--- config.mk ---
export PLATFORM = sky130hd
export DESIGN_NAME = alu_ctrl_seq
export DESIGN_NICKNAME = d
export VERILOG_FILES = /design/src/rtl/alu_ctrl_pkg.sv /design/src/rtl/alu_ctrl_decode.sv /design/src/rtl/alu_ctrl_seq.sv
export SDC_FILE = /design/constraint.sdc
export NUM_CORES = 1
export LEC_CHECK = 0
export ABC_AREA = 1
export CAP_MARGIN = 40
export CELL_PAD_IN_SITES_DETAIL_PLACEMENT = 1
export CELL_PAD_IN_SITES_GLOBAL_PLACEMENT = 1
export CORE_UTILIZATION = 33
export DETAILED_ROUTE_END_ITERATION = 16
export PLACE_DENSITY = 0.93
export REMOVE_ABC_BUFFERS = 1
export SYNTH_ARGS = -nofsm -noshare
export SYNTH_HDL_FRONTEND = slang
export SYNTH_SLANG_ARGS = --single-unit
--- constraint.sdc ---
create_clock -name clk -period 1.99 [get_ports clk]
set_input_delay 0.398 -clock clk [delete_from_list [all_inputs] [get_ports clk]]
set_output_delay 0.398 -clock clk [all_outputs]
set_load 0.05 [all_outputs]
--- src/rtl/alu_ctrl_pkg.sv ---
// rtl/alu_ctrl_pkg.sv - shared constants and types for the ALU control sequencer
package alu_ctrl_pkg;

  localparam int CTR_W          = 4;
  localparam int DEF_MUL_CYCLES = 4;
  localparam int DEF_DIV_CYCLES = 8;

  localparam logic [3:0] ALU_AND     = 4'b0000;
  localparam logic [3:0] ALU_OR      = 4'b0001;
  localparam logic [3:0] ALU_ADD     = 4'b0010;
  localparam logic [3:0] ALU_SUB     = 4'b0110;
  localparam logic [3:0] ALU_SLT     = 4'b0111;
  localparam logic [3:0] ALU_MUL     = 4'b1000;
  localparam logic [3:0] ALU_DIV     = 4'b1001;
  localparam logic [3:0] ALU_NOR     = 4'b1100;
  localparam logic [3:0] ALU_ILLEGAL = 4'b1111;

  localparam logic [2:0] OP_RTYPE = 3'b000;
  localparam logic [2:0] OP_ADD   = 3'b001;
  localparam logic [2:0] OP_SUB   = 3'b010;
  localparam logic [2:0] OP_AND   = 3'b011;
  localparam logic [2:0] OP_OR    = 3'b100;
  localparam logic [2:0] OP_SLT   = 3'b101;

  localparam logic [5:0] FN_ADD = 6'b000000;
  localparam logic [5:0] FN_SUB = 6'b000001;
  localparam logic [5:0] FN_AND = 6'b000010;
  localparam logic [5:0] FN_OR  = 6'b000011;
  localparam logic [5:0] FN_SLT = 6'b000100;
  localparam logic [5:0] FN_NOR = 6'b000101;
  localparam logic [5:0] FN_MUL = 6'b000110;
  localparam logic [5:0] FN_DIV = 6'b000111;

  typedef enum logic [1:0] {
    IDLE = 2'd0,
    HOLD = 2'd1,
    BUSY = 2'd2
  } state_t;

endpackage

--- src/rtl/alu_ctrl_decode.sv ---
// rtl/alu_ctrl_decode.sv - combinational {alu_op, funct} to ALU control code decoder
module alu_ctrl_decode
  import alu_ctrl_pkg::*;
#(
  parameter int ALUOP_W = 3,
  parameter int FUNCT_W = 6,
  parameter int CNT_W   = 4
) (
  input  logic [ALUOP_W-1:0] aluOp,
  input  logic [FUNCT_W-1:0] funct,
  output logic [CNT_W-1:0]   code,
  output logic               multi,
  output logic               isDiv,
  output logic               illegal
);

  always_comb begin
    code    = ALU_ILLEGAL;
    multi   = 1'b0;
    isDiv   = 1'b0;
    illegal = 1'b0;
    case (aluOp)
      OP_RTYPE: begin
        case (funct)
          FN_ADD: code = ALU_ADD;
          FN_SUB: code = ALU_SUB;
          FN_AND: code = ALU_AND;
          FN_OR:  code = ALU_OR;
          FN_SLT: code = ALU_SLT;
          FN_NOR: code = ALU_NOR;
          FN_MUL: begin
            code  = ALU_MUL;
            multi = 1'b1;
          end
          FN_DIV: begin
            code  = ALU_DIV;
            multi = 1'b1;
            isDiv = 1'b1;
          end
          default: illegal = 1'b1;
        endcase
      end
      OP_ADD:  code = ALU_ADD;
      OP_SUB:  code = ALU_SUB;
      OP_AND:  code = ALU_AND;
      OP_OR:   code = ALU_OR;
      OP_SLT:  code = ALU_SLT;
      default: illegal = 1'b1;
    endcase
  end

endmodule

--- src/rtl/alu_ctrl_seq.sv ---
// rtl/alu_ctrl_seq.sv - registered, handshaked ALU control with multi-cycle MUL/DIV sequencing
module alu_ctrl_seq
  import alu_ctrl_pkg::*;
#(
  parameter int ALUOP_W    = 3,
  parameter int FUNCT_W    = 6,
  parameter int CNT_W      = 4,
  parameter int MUL_CYCLES = DEF_MUL_CYCLES,
  parameter int DIV_CYCLES = DEF_DIV_CYCLES
) (
  input  logic               clk,
  input  logic               rst,
  input  logic               flush,
  input  logic               in_valid,
  output logic               in_ready,
  input  logic [ALUOP_W-1:0] alu_op,
  input  logic [FUNCT_W-1:0] funct,
  output logic               out_valid,
  input  logic               out_ready,
  output logic [CNT_W-1:0]   alu_cnt,
  output logic               err,
  output logic               busy
);

  localparam logic [CTR_W-1:0] MUL_LOAD = CTR_W'(MUL_CYCLES - 1);
  localparam logic [CTR_W-1:0] DIV_LOAD = CTR_W'(DIV_CYCLES - 1);

  state_t             state, stateNext;
  logic [CTR_W-1:0]   cnt, cntNext;
  logic [CNT_W-1:0]   codeReg;
  logic               errReg;
  logic [CNT_W-1:0]   decCode;
  logic               decMulti, decIsDiv, decIllegal;
  logic               accept;

  alu_ctrl_decode #(
    .ALUOP_W(ALUOP_W),
    .FUNCT_W(FUNCT_W),
    .CNT_W  (CNT_W)
  ) uDecode (
    .aluOp  (alu_op),
    .funct  (funct),
    .code   (decCode),
    .multi  (decMulti),
    .isDiv  (decIsDiv),
    .illegal(decIllegal)
  );

  assign accept = in_valid & in_ready;

  always_ff @(posedge clk) begin
    if (rst) begin
      state   <= IDLE;
      cnt     <= '0;
      codeReg <= '0;
      errReg  <= 1'b0;
    end else begin
      state <= stateNext;
      cnt   <= cntNext;
      if (accept) begin
        codeReg <= decCode;
        errReg  <= decIllegal;
      end else if (flush) begin
        codeReg <= '0;
        errReg  <= 1'b0;
      end
    end
  end

  // BUSY leaves on the edge where the counter steps 1 -> 0, so output lands CYCLES clocks after accept.
  always_comb begin
    stateNext = state;
    cntNext   = cnt;
    case (state)
      IDLE: if (accept) stateNext = decMulti ? BUSY : HOLD;
      HOLD: if (out_ready) stateNext = accept ? (decMulti ? BUSY : HOLD) : IDLE;
      BUSY: if (cnt <= CTR_W'(1)) stateNext = HOLD;
      default: stateNext = IDLE;
    endcase
    if (accept && decMulti)
      cntNext = decIsDiv ? DIV_LOAD : MUL_LOAD;
    else if (state == BUSY && cnt != '0)
      cntNext = cnt - CTR_W'(1);
    if (flush) begin
      stateNext = IDLE;
      cntNext   = '0;
    end
  end

  always_comb begin
    out_valid = (state == HOLD);
    busy      = (state == BUSY);
    in_ready  = !rst && !flush && (state != BUSY) && (!out_valid || out_ready);
    alu_cnt   = codeReg;
    err       = errReg;
  end

endmodule

==> qor.txt <==
Starting Density - 0.364
CTS Root Cell - clkbuf_4
Yosys reg bits - 11
Inserted Clock Buffers - 3
Synth cell types - 25
Slew Limit Fails - 0
Setup Fix Bufs, Post-CTS - 0
P_leak - 0.454 nW
Worst setup endpoint - in_ready
Final Power - 0.493 mW
Core Rows - 16
chip width - 49.3 um
Synthesis Warnings - 0
RSZ-0062 raised after global routing - no
initial antenna violation count - 0
Buf/Inv on CP - 4
top fanout value on the critical path - 2
placed instance area - 1020 um^2
Slowest-stage cell, CP - clkdlybuf4s50_1
min Tclk post-route - 1.85 ns
antenna-violating nets left - 0
Min Hold Slack - 0.466 ns
vias in the first global route - 847
Placer Congestion - 0.780
r2r startpoint - cnt[0]
top post-synthesis cells by area - dfxtp_1 (30%), nand2_1 (19%), a21oi_1 (8.8%), nor2_1 (7.6%), inv_1 (5.6%)
HPWL after DPL - 1650 um
nature of the critical path endpoint - primary output
CTS resizes - 0
Crit path max-delay family - buffers and inverters
Final period util - 0.930
# H-tree levels - 1
Worst R2R End - state[0]
PD cells - 470 nW/um^2
sequential share of the synthesized area - 0.299
GRT overflow - 0
Worst-Skew Late Latency - 0.27 ns
crit path from - out_ready
dominant cell by count in the synthesized netlist - nand2_1
nets@finish - 162
Worst R2R Path Depth - 8
Fin Clk Skew - 0.00586 ns
crit path DAT - 1.45 ns
# diodes - 0
post-synthesis cell area - 737 um^2
Syn Area/Cell - 6.41 um^2
MaxCap Viol Count - 0
Setup CP Type - in2out
die area - 2430 um^2
Critical Path RT - 1.59 ns
FFs w/ async S/R, synth - 0
Port-buffer cells - 21
final core utilization - 0.519
clk sink count - 11
status - completed
area leader, netlist - dfxtp_1
VDD IR max - 0.261 mV
Final Hold Viols - 0
CP Cell Sequence - clkdlybuf4s50_1, nand3b_2, inv_1, nor3_1, buf_4, buf_12
Max Root-Sink Buffers - 2
die height - 49.3 um
cells after synthesis - 115
Final Cell Area - 1050 um^2
fmax - 540 MHz
worst-margin pin slew - 0.499 ns
DR WL/cell - 11.3 um
Reg clk slew, reported paths - 0.06 ns
fillers - 271
gr usage total - 0.182
final wirelength - 1950 um
CP Depth - 6
vias per cell - 4.71
CTS tree - done
DRT iter0 DRCs - 3
EDFF count, synth - 0
routed via count - 810
proportion of layout cells with a drive suffix above 1 - 0.179
detailed-route DRC error count - 0
Post-synth top cells - nand2_1 (37), nor2_1 (15), a21oi_1 (13), dfxtp_1 (11), inv_1 (11)
Final Setup Violations - 0
Yosys top cell area share - 0.299
Core Footprint - 2020 um^2
Area growth syn-to-layout - 42.4%
reg2reg setup slack - 0.55 ns
largest net degree at the start of global routing - 7
Min-Delay Path Class - reg2reg
normalized max-slew margin - 0.666
CTS Hold Bufs - 0
first-pass GRT wire length - 3410 um
Startpoint Class - input pin
IO Count - 22
DR pass1 iterations - 2
Primary FF master, synth - dfxtp_1
slowest stage delay, CP - 0.45 ns
## tightest hold or removal path, stage by stage, from the launching register on
cell,delay [ns]
dfxtp_1,0.31
nand2_1,0.06
a21oi_1,0.05
## layer usage
layer | track usage | part of all wire
met5 | 0 | 0
met4 | 0.0441 | 0.0087
met3 | 0.0280 | 0.031
met2 | 0.365 | 0.55
met1 | 0.192 | 0.41
## flip-flops by register name (all words and copies together) (netlist names)
name     flops
cnt          4
alu_cnt      4
err          1
state        2
## worst min path at each step
stage	cells past startpoint	endpoint	start
after global placement	1	cnt[3]	cnt[3]
final	2	alu_cnt[1]	alu_cnt[1]
after floorplan	1	cnt[3]	cnt[3]
after global routing	2	err	err
after CTS	2	err	err
after detailed placement	2	err	err
## cell usage in the layout, fill, tap and decap left out, types with 2 or more instances in the layout
| cell | count |
|---|---|
| nand3_1 | 2 |
| buf_4 | 7 |
| nand2_1 | 37 |
| ha_1 | 2 |
| nor2_1 | 15 |
| dfxtp_1 | 11 |
| clkdlybuf4s50_1 | 18 |
| inv_1 | 11 |
| o21ai_0 | 2 |
| inv_2 | 4 |
| nor2_4 | 2 |
| a21oi_1 | 13 |
| nor2_2 | 2 |
| clkbuf_4 | 3 |
## where the power goes
part	internal [mW]	total [mW]	switching, mW
sequential	0.223	0.226	0.00254
clock	0.0777	0.153	0.0754
combinational	0.0540	0.114	0.0601
total	0.355	0.493	0.138
## area by class of cell
| type | instances | area, um^2 | area share |
|---|---|---|---|
| Sequential cell | 11 | 220 | 0.210 |
| Multi-Input combinational cell | 88 | 457 | 0.435 |
| Inverter | 16 | 60.1 | 0.0572 |
| Clock buffer | 4 | 26.3 | 0.0250 |
| Tap cell | 27 | 33.8 | 0.0322 |
| Timing Repair Buffer | 26 | 253 | 0.241 |
## cells by family after synthesis
logic type / share of synthesized area
xor+xnor: 0.0119
compound gates: 0.153
flops: 0.299
buf+inv: 0.0815
fa+ha+maj: 0.0340
simple gates: 0.421
## stage by stage
stage / cells / setup slack [ns] / TNS (ns)
global route: 172 / 0.0969 / 0
global placement: 168 / 0.185 / 0
floorplan: 115 / -0.0835 / -0.0835
detailed placement: 168 / 0.123 / 0
finish: 172 / 0.138 / 0
CTS: 172 / 0.116 / 0
Power figures use the tool's default switching activity.
